## src/rtl/sky130_fd_io__refgen_pkg.sv

```systemverilog
// Shared types and encodings for the refgen multi-channel sequencer.
package sky130_fd_io__refgen_pkg;

    localparam int VOH_W = 3;

    localparam logic [1:0] VREF_VOHREF     = 2'b00;
    localparam logic [1:0] VREF_VOHREF_ALT = 2'b01;
    localparam logic [1:0] VREF_AMUXA      = 2'b10;
    localparam logic [1:0] VREF_AMUXB      = 2'b11;

    typedef enum logic [1:0] {
        OFF     = 2'd0,
        STARTUP = 2'd1,
        READY   = 2'd2
    } ch_state_e;

    typedef struct packed {
        logic             ch_en;
        logic             ibuf;
        logic             vtrip;
        logic             vreg;
        logic [1:0]       vref;
        logic [VOH_W-1:0] voh;
    } ch_cfg_t;

    // Only the plain 2'b00 encoding bypasses the internal reference path.
    function automatic logic vref_internal(input logic [1:0] sel);
        logic r;
        r = 1'b0;
        unique case (sel)
            VREF_VOHREF:     r = 1'b0;
            VREF_VOHREF_ALT: r = 1'b1;
            VREF_AMUXA:      r = 1'b1;
            VREF_AMUXB:      r = 1'b1;
            default:         r = 1'b0;
        endcase
        return r;
    endfunction

endpackage

```

## src/rtl/sky130_fd_io__refgen_ch_fsm.sv

```systemverilog
// One refgen channel: config capture, bias enable, startup timer and
// ready flags.
module sky130_fd_io__refgen_ch_fsm
    import sky130_fd_io__refgen_pkg::*;
#(
    parameter int STARTUP_CYCLES = 5000,
    parameter int CNT_W          = 13
) (
    input  logic             clk,
    input  logic             rst_n,
    input  logic             enable_h,
    input  logic             hld_h_n,
    input  ch_cfg_t          cfg,
    output logic [1:0]       vref_q,
    output logic [VOH_W-1:0] voh_q,
    output logic             ibuf_q,
    output logic             vtrip_q,
    output logic             bias_en,
    output logic             voutref_rdy,
    output logic             vinref_rdy,
    output logic             startup
);

    localparam bit NO_WAIT = (STARTUP_CYCLES == 0);
    localparam logic [CNT_W-1:0] LAST =
        NO_WAIT ? '0 : CNT_W'(STARTUP_CYCLES - 1);
    localparam ch_state_e RUN_ST = NO_WAIT ? READY : STARTUP;

    ch_cfg_t          cfg_q;
    ch_cfg_t          cfg_d;
    logic             chg;
    logic             vin_pre;
    logic             ibuf_d;
    logic             vref_int;
    logic             act;
    ch_state_e        state;
    ch_state_e        nxt;
    logic [CNT_W-1:0] cnt;
    logic [CNT_W-1:0] cnt_nxt;

    always_comb begin
        cfg_d = cfg_q;
        if (!enable_h) begin
            cfg_d = '0;
        end else if (hld_h_n) begin
            cfg_d = cfg;
        end
    end

    // chg flags a source/level change the cycle the new value lands in cfg_q.
    always_ff @(posedge clk or negedge rst_n) begin
        if (!rst_n) begin
            cfg_q <= '0;
            chg   <= 1'b0;
        end else begin
            cfg_q <= cfg_d;
            chg   <= (cfg_d.vref != cfg_q.vref) || (cfg_d.voh != cfg_q.voh);
        end
    end

    assign vref_int = vref_internal(cfg_q.vref);

    always_ff @(posedge clk or negedge rst_n) begin
        if (!rst_n) begin
            bias_en <= 1'b0;
            vin_pre <= 1'b0;
            ibuf_d  <= 1'b0;
        end else begin
            bias_en <= cfg_q.vreg | (cfg_q.ibuf & vref_int);
            vin_pre <= cfg_q.ibuf & (cfg_q.vtrip | !vref_int);
            ibuf_d  <= cfg_q.ibuf;
        end
    end

    assign act = cfg_q.ch_en & bias_en;

    always_comb begin
        nxt     = state;
        cnt_nxt = cnt;
        unique case (state)
            OFF: begin
                cnt_nxt = '0;
                if (act) begin
                    nxt = RUN_ST;
                end
            end
            STARTUP: begin
                if (!act) begin
                    nxt     = OFF;
                    cnt_nxt = '0;
                end else if (chg) begin
                    nxt     = RUN_ST;
                    cnt_nxt = '0;
                end else if (NO_WAIT || cnt == LAST) begin
                    nxt = READY;
                end else if (cnt != {CNT_W{1'b1}}) begin
                    cnt_nxt = cnt + CNT_W'(1);
                end
            end
            READY: begin
                if (!act) begin
                    nxt     = OFF;
                    cnt_nxt = '0;
                end else if (chg) begin
                    nxt     = RUN_ST;
                    cnt_nxt = '0;
                end
            end
            default: begin
                nxt     = OFF;
                cnt_nxt = '0;
            end
        endcase
    end

    // Flags follow the next state so they move in the same cycle as state.
    always_ff @(posedge clk or negedge rst_n) begin
        if (!rst_n) begin
            state       <= OFF;
            cnt         <= '0;
            voutref_rdy <= 1'b0;
            vinref_rdy  <= 1'b0;
        end else begin
            state       <= nxt;
            cnt         <= cnt_nxt;
            voutref_rdy <= (nxt == READY);
            vinref_rdy  <= vin_pre | (ibuf_d & (nxt == READY));
        end
    end

    assign startup = (nxt == STARTUP);
    assign vref_q  = cfg_q.vref;
    assign voh_q   = cfg_q.voh;
    assign ibuf_q  = cfg_q.ibuf;
    assign vtrip_q = cfg_q.vtrip;

endmodule

```

## src/rtl/sky130_fd_io__refgen_multi_seq.sv

```systemverilog
// Multi-channel refgen sequencer: NUM_CH channel slices plus DFT
// observe decode and the shared BUSY flag.
module sky130_fd_io__refgen_multi_seq
    import sky130_fd_io__refgen_pkg::*;
#(
    parameter int NUM_CH         = 2,
    parameter int STARTUP_CYCLES = 5000,
    parameter int SEL_W          = (NUM_CH > 1) ? $clog2(NUM_CH) : 1
) (
    input  logic                    CLK,
    input  logic                    RESET_B,
    input  logic                    ENABLE_H,
    input  logic                    HLD_H_N,
    input  logic [NUM_CH-1:0]       CH_EN,
    input  logic [NUM_CH-1:0]       IBUF_SEL,
    input  logic [NUM_CH-1:0]       VTRIP_SEL,
    input  logic [NUM_CH-1:0]       VREG_EN,
    input  logic [2*NUM_CH-1:0]     VREF_SEL,
    input  logic [VOH_W*NUM_CH-1:0] VOH_SEL,
    input  logic                    DFT_REFGEN,
    input  logic [SEL_W-1:0]        DFT_CH_SEL,
    output logic [2*NUM_CH-1:0]     VREF_SEL_Q,
    output logic [VOH_W*NUM_CH-1:0] VOH_SEL_Q,
    output logic [NUM_CH-1:0]       IBUF_SEL_Q,
    output logic [NUM_CH-1:0]       VTRIP_SEL_Q,
    output logic [NUM_CH-1:0]       REFLEAK_BIAS_EN,
    output logic [NUM_CH-1:0]       VOUTREF_RDY,
    output logic [NUM_CH-1:0]       VINREF_RDY,
    output logic [NUM_CH-1:0]       DFT_EN,
    output logic                    BUSY
);

    localparam int CNT_RAW = $clog2(STARTUP_CYCLES + 1);
    localparam int CNT_W   = (CNT_RAW > 0) ? CNT_RAW : 1;

    logic [NUM_CH-1:0] startup;
    logic [NUM_CH-1:0] dft_dec;
    logic              dft_q;
    logic [SEL_W-1:0]  dsel_q;

    for (genvar i = 0; i < NUM_CH; i++) begin : g_ch
        ch_cfg_t cfg;

        assign cfg = '{
            ch_en: CH_EN[i],
            ibuf:  IBUF_SEL[i],
            vtrip: VTRIP_SEL[i],
            vreg:  VREG_EN[i],
            vref:  VREF_SEL[2*i +: 2],
            voh:   VOH_SEL[VOH_W*i +: VOH_W]
        };

        sky130_fd_io__refgen_ch_fsm #(
            .STARTUP_CYCLES(STARTUP_CYCLES),
            .CNT_W         (CNT_W)
        ) u_ch (
            .clk        (CLK),
            .rst_n      (RESET_B),
            .enable_h   (ENABLE_H),
            .hld_h_n    (HLD_H_N),
            .cfg        (cfg),
            .vref_q     (VREF_SEL_Q[2*i +: 2]),
            .voh_q      (VOH_SEL_Q[VOH_W*i +: VOH_W]),
            .ibuf_q     (IBUF_SEL_Q[i]),
            .vtrip_q    (VTRIP_SEL_Q[i]),
            .bias_en    (REFLEAK_BIAS_EN[i]),
            .voutref_rdy(VOUTREF_RDY[i]),
            .vinref_rdy (VINREF_RDY[i]),
            .startup    (startup[i])
        );
    end

    always_ff @(posedge CLK or negedge RESET_B) begin
        if (!RESET_B) begin
            dft_q  <= 1'b0;
            dsel_q <= '0;
        end else if (!ENABLE_H) begin
            dft_q  <= 1'b0;
            dsel_q <= '0;
        end else if (HLD_H_N) begin
            dft_q  <= DFT_REFGEN;
            dsel_q <= DFT_CH_SEL;
        end
    end

    // Out-of-range selects match no channel and decode to all zero.
    always_comb begin
        dft_dec = '0;
        for (int k = 0; k < NUM_CH; k++) begin
            dft_dec[k] = dft_q && (dsel_q == SEL_W'(k));
        end
    end

    always_ff @(posedge CLK or negedge RESET_B) begin
        if (!RESET_B) begin
            DFT_EN <= '0;
            BUSY   <= 1'b0;
        end else begin
            DFT_EN <= dft_dec;
            BUSY   <= |startup;
        end
    end

endmodule

```

## config.mk

```make
export PLATFORM = sky130hd
export DESIGN_NAME = sky130_fd_io__refgen_multi_seq
export DESIGN_NICKNAME = d
export VERILOG_FILES = /design/src/rtl/sky130_fd_io__refgen_pkg.sv /design/src/rtl/sky130_fd_io__refgen_ch_fsm.sv /design/src/rtl/sky130_fd_io__refgen_multi_seq.sv
export SDC_FILE = /design/constraint.sdc
export NUM_CORES = 1
export LEC_CHECK = 0
export ABC_AREA = 1
export BUFFER_PORTS_ARGS = -buffer_cell sky130_fd_sc_hd__buf_4
export CAP_MARGIN = 20
export CORE_ASPECT_RATIO = 1.4
export CORE_MARGIN = 5
export CORE_UTILIZATION = 35
export DETAILED_ROUTE_END_ITERATION = 8
export PLACE_DENSITY = 0.64
export SLEW_MARGIN = 15
export SYNTH_ARGS = -nofsm -noshare
export SYNTH_HDL_FRONTEND = slang
export SYNTH_SLANG_ARGS = --single-unit
export TNS_END_PERCENT = 10
```

## constraint.sdc

```tcl
create_clock -name CLK -period 5.2 [get_ports CLK]
set_clock_uncertainty 0.1 [all_clocks]
set_input_delay 1.04 -clock CLK [delete_from_list [all_inputs] [get_ports CLK]]
set_output_delay 1.04 -clock CLK [all_outputs]
set_load 0.05 [all_outputs]
```

# Yosys cells after proc, flatten, opt, wreduce, memory -nomap -nowiden
# Cells that the tools add are included.
[word_totals] reg_bits=65 output_inout_bits=23 word_cells=131
[classes] addsub=2 eq_ne=29 muxes=38 bitwise=15 reduce_logical=15
[op_table] operator="two-way mux 13 bit" n=12
[op_table] operator="case mux 13 bit (2 select lines)" n=2
[op_table] operator="two-way mux 9 bit" n=4
[op_table] operator="adder 13 x 1 -> 13 bit, second input constant" n=2
[op_table] operator="equality test 13 bit, second input constant" n=2
[op_table] operator="!= test 13 bit, second input constant" n=2
[op_table] operator="two-way mux 2 bit" n=12
[op_table] operator="equality test 2 bit, second input constant" n=8
[op_table] operator="!= test 4 x 3 -> 1 bit, second input constant" n=4
[op_table] operator="equality test 2 x 1 -> 1 bit, second input constant" n=6
[op_table] operator="case mux 2 bit (3 select lines)" n=2
[op_table] operator="AND 1 bit" n=8
[op_table] operator="logical NOT 2 bit" n=4
[op_table] operator="!= test 3 x 2 -> 1 bit, second input constant" n=2
[op_table] operator="!= test 3 bit" n=2
[op_table] operator="bitwise OR 1 bit" n=6
[op_table] operator="AND reduction 3 bit" n=2
[op_table] operator="OR reduction 3 bit" n=2
[op_table] operator="two-way mux 1 bit" n=4
[op_table] operator="!= test 2 bit" n=2
[op_table] operator="case mux 1 bit (2 select lines)" n=2
[op_table] operator="logical AND 1 bit" n=2
[op_table] operator="logical NOT 1 bit" n=2
[op_table] operator="logical OR 1 bit" n=2
[op_table] operator="other kinds (3)" n=3

# Depth between registers and ports, before layout
[logic_depth] ltp_word=8 depth_mapped=11

# Modules after synthesis
# A second synthesis with hierarchy kept.
[unflattened] cells_unflattened=447 area_unflattened_um2=3663.5
[modules_own_cells] module="sky130_fd_io__refgen_ch_fsm" instances=2 cells_each=215 area_each_um2=1742.9 seq_area_each_um2=750.7
[modules_own_cells] module="sky130_fd_io__refgen_multi_seq" instances=1 cells_each=17 area_each_um2=177.7 seq_area_each_um2=125.1

# Worst setup path before layout
# OpenSTA, ideal clock, no wires.
[synth_timing] path_type="input -> register" start="in ENABLE_H" end="reg g_ch[1].u_ch.chg" setup_time_ps=132 arrival_ps=1823 required_ps=4968 path_slack_ps=3146 cell_stages=9 n_path_buf=2 path_cell_list="buf_4 nand2_1 inv_1 buf_4 nand2_1 nand2_1 xor2_1 nor2_1 nand4_1"
[synth_rtl] element="start, declared" line_no="sky130_fd_io__refgen_multi_seq.sv:12" source="input logic ENABLE_H,"
[synth_rtl] element="end signal, assigned" line_no="sky130_fd_io__refgen_ch_fsm.sv:57" source="chg <= (cfg_d.vref != cfg_q.vref) || (cfg_d.voh != cfg_q.voh);"
[synth_rtl] element="end, declared" line_no="sky130_fd_io__refgen_ch_fsm.sv:31" source="logic chg;"

# Worst setup path in the final report
[layout_timing] start="reg g_ch[1].u_ch.cfg_q, in the netlist g_ch[1].u_ch.vref_q[0]" end="out VREF_SEL_Q[2]"
[layout_rtl] element="start, declared" line_no="sky130_fd_io__refgen_ch_fsm.sv:29" source="ch_cfg_t cfg_q;"
[layout_rtl] element="start signal, assigned" line_no="sky130_fd_io__refgen_ch_fsm.sv:56" source="cfg_q <= cfg_d;"
[layout_rtl] element="end, declared" line_no="sky130_fd_io__refgen_multi_seq.sv:22" source="output logic [2*NUM_CH-1:0] VREF_SEL_Q,"
# No word-level cell between the ends.

==> metrics.md <==
| Metric | Value |
|---|---|
| Status | complete, no violations |
| Crit path capture type | primary output |
| Crit share post-route | 0.409 |
| Number of global-route vias before repair | a little under 3000 |
| Syn. warnings | 0 |
| Antenna cells | 0 |
| Initial Util | 0.360 |
| Placed Area | 3890 um^2 |
| Post-Synthesis Cells | 460 |
| Commonest non-fill, non-tap cell in the layout | nand2_1 |
| Pwr Total | 1.28 mW |
| FILL cells | 1010 |
| Depth of the worst register-to-register path | 10 |
| Yosys reg bits | 65 |
| Hold Buf Count CTS | 0 |
| Max Freq | 470 MHz |
| Post-CTS sizing | 0 |
| Die H | approximately 130 um |
| Final setup vio count | 0 |
| Switching part of the total | 0.261 |
| Total Routing Usage GR | 0.143 |
| Chip Width | 95.5 um |
| Worst setup SP type | register |
| CTS tree | yes |
| Cell Rows | 43 |
| Clk slew on worst S/H paths | 0.06 ns |
| # clock sinks | 65 |
| Levels on crit path | 1 |
| Cell Area, Synth | roughly 3600 um^2 |
| P_sw | 0.335 mW |
| Syn Nets | 486 |
| Port Buffer Count | 46 |
| Ports | 47 |
| Final instance area | roughly 4200 um^2 |
| Seq pwr share | 0.419 |
| WL final | around 7900 um |
| Min cycle time layout | 2.13 ns |
| Root Buffer | clkbuf_16 |
| First-pass DRT Iterations | 4 |
| DRT iter0 DRCs | 134 |
| Delay-heaviest family, CP | flip-flops |
| Hold Path Class | register to register |
| Core ar. | 9950 um^2 |
| Detailed Place HPWL | 5860 um |
| Yosys cell types | 29 |
| Buf/Inv on CP | 1 |
| Avg WL per Cell | 12.6 um |
| Total gr overflow | 0 |
| Commonest non-fill, non-tap cells in the layout | 128 x nand2_1, 65 x dfrtp_1, 54 x nor2_1 |
| Worst path max stage delay | 0.42 ns |
| Vias per cell | 4.82 |
| Req. time, crit path | 4.06 ns |
| Clock buffer count from CTS | 9 |
| Post-route DRC | 0 |
| Antenna Violating Nets Remaining | 0 |
| Antenna violations before repair | 0 |
| Maximum Capacitance Violations | 0 |
| Comb power frac | 0.089 |
| Largest net degree at the start of global routing | between 60 and 70 |
| Setup TNS | 0 ns |
| Critical path's slowest cell | dfrtp_1 |
| Die area | roughly 12000 um^2 |
| Least-Margin Pin Slew | 0.821 ns |
| Peak VDD IR | about 0.17 mV |
| Layout cells sized above 1 | 0.174 |
| Leakage | 2.03 nW |
| Slew Viols, Final | 0 |
| Pwr Density | 305 nW/um^2 |
| RSZ-0062 raised after global routing | no |
| P_int | 0.947 mW |
| Clk_lat worst skew | 0.34 ns |
| Post-CTS setup buffers | 0 |
| Slew HR | 0.452 |
| Hold Crit Depth | 0 |
| Layout Nets | 516 |
| Area growth from synthesis to layout | 17.5% |
| Worst-path cell chain | buf_4 |
| H-Tree Depth | 3 |
| Sequential area share after synthesis | 0.455 |
| Clk network pwr share | 0.492 |
| Max Buffers Root-to-Sink | 2 |
| GP Congestion | 0.873 |
| Total number of vias | slightly above 3000 |
| Global-route wire length before repair | roughly 14000 um |
| Hold Fails Final Rpt | 0 |
| Mean post-synth cell area | 7.78 um^2 |
| WS Path Type | register to primary output |
| Worst-path fanout max | 4 |
| CP Data Arrival Time | 0.99 ns |
## final timing paths
path	startpoint	endpoint	slack, ns
worst max-delay path	g_ch[1].u_ch.vref_q[0]$_DFF_PN0_	VREF_SEL_Q[2]	3.07
worst min-delay path	g_ch[1].u_ch.ibuf_q$_DFFE_PN0P_	g_ch[1].u_ch.ibuf_d$_DFF_PN0_	0.31
worst max register to register	g_ch[1].u_ch.cnt[0]$_DFFE_PN0P_	g_ch[1].u_ch.cnt[9]$_DFFE_PN0P_	3.23
worst min register to register	g_ch[1].u_ch.ibuf_q$_DFFE_PN0P_	g_ch[1].u_ch.ibuf_d$_DFF_PN0_	0.31
max in group asynchronous	RESET_B	g_ch[0].u_ch.cfg_q[8]$_DFFE_PN0P_	3.76
min in group asynchronous	RESET_B	g_ch[0].u_ch.cnt[1]$_DFFE_PN0P_	0.71
## power groups by stage
| stage | Clock (mW) | Combinational [mW] | Sequential, mW |
|---|---|---|---|
| 2_1_floorplan | 0 | 0.0782 | 0.544 |
| 3_3_place_gp | 0 | 0.115 | 0.546 |
| 3_5_place_dp | 0 | 0.116 | 0.546 |
| 4_1_cts | 0.646 | 0.117 | 0.537 |
| 5_1_grt | 0.667 | 0.126 | 0.539 |
| 6_report | 0.631 | 0.115 | 0.537 |
## synthesized netlist by cell type, drive strengths merged
library cell	n	area [um^2]
a21o	3	22.5
nand4	20	125
o21bai	2	15.0
dfrtp	65	1630
nor3	8	51.3
o21ai	25	125
buf	25	193
nor4	1	6.26
a2bb2oi	1	8.76
ha	2	25.0
nand2	133	522
nand3	46	270
xor2	14	123
a21oi	2	10.0
o211ai	1	7.51
clkbuf	2	7.51
nor2	59	249
inv	51	191
## routing by layer
metal / vias up / global-route usage / share of wire
li1: 1523 / - / -
met1: 1425 / 0.174 / 0.44
met2: 79 / 0.239 / 0.50
met3: 12 / 0.0343 / 0.043
met4: 0 / 0.0603 / 0.022
met5: - / 0 / 0
## cells by family after synthesis
| logic type | count (synthesis) | synth area share |
|---|---|---|
| buf+inv | 78 | 0.109 |
| simple gates | 267 | 0.342 |
| fa+ha+maj | 2 | 0.00699 |
| flops | 65 | 0.455 |
| xor+xnor | 14 | 0.0343 |
| compound gates | 34 | 0.0528 |
## sequential cells by signal (all words and copies together), names as in the netlist
| signal | flops |
|---|---|
| g_ch.u_ch.state | 4 |
| dsel_q | 1 |
| g_ch.u_ch.vinref_rdy | 2 |
| DFT_EN | 2 |
| g_ch.u_ch.vtrip_q | 2 |
| g_ch.u_ch.bias_en | 2 |
| g_ch.u_ch.vin_pre | 2 |
| BUSY | 1 |
| g_ch.u_ch.ibuf_q | 2 |
| dft_q | 1 |
| g_ch.u_ch.voutref_rdy | 2 |
| g_ch.u_ch.chg | 2 |
| g_ch.u_ch.cfg_q | 4 |
| g_ch.u_ch.ibuf_d | 2 |
| g_ch.u_ch.voh_q | 6 |
| g_ch.u_ch.cnt | 26 |
| g_ch.u_ch.vref_q | 4 |
## through the flow
step / cells / hold WS (ns) / util / setup slack (ns)
2_1_floorplan: 460 / 0.275 / - / 3.15
4_1_cts: 630 / 0.316 / 0.423 / 3.07
3_5_place_dp: 614 / 0.302 / 0.391 / 2.73
5_1_grt: 630 / 0.322 / 0.423 / 2.91
6_report: 630 / 0.313 / 0.423 / 3.07
3_3_place_gp: 614 / 0.300 / 0.391 / 2.84
## final cells by class
| type | instances | area (um^2) | share of cell area |
|---|---|---|---|
| Inverter | 51 | 191 | 0.0455 |
| Clock inverter | 6 | 73.8 | 0.0176 |
| Timing Repair Buffer | 46 | 345 | 0.0821 |
| Sequential cell | 65 | 1630 | 0.387 |
| Clock buffer | 10 | 239 | 0.0568 |
| Tap cell | 135 | 169 | 0.0402 |
| Multi-Input combinational cell | 317 | 1560 | 0.371 |
Power figures use the tool's default switching activity.
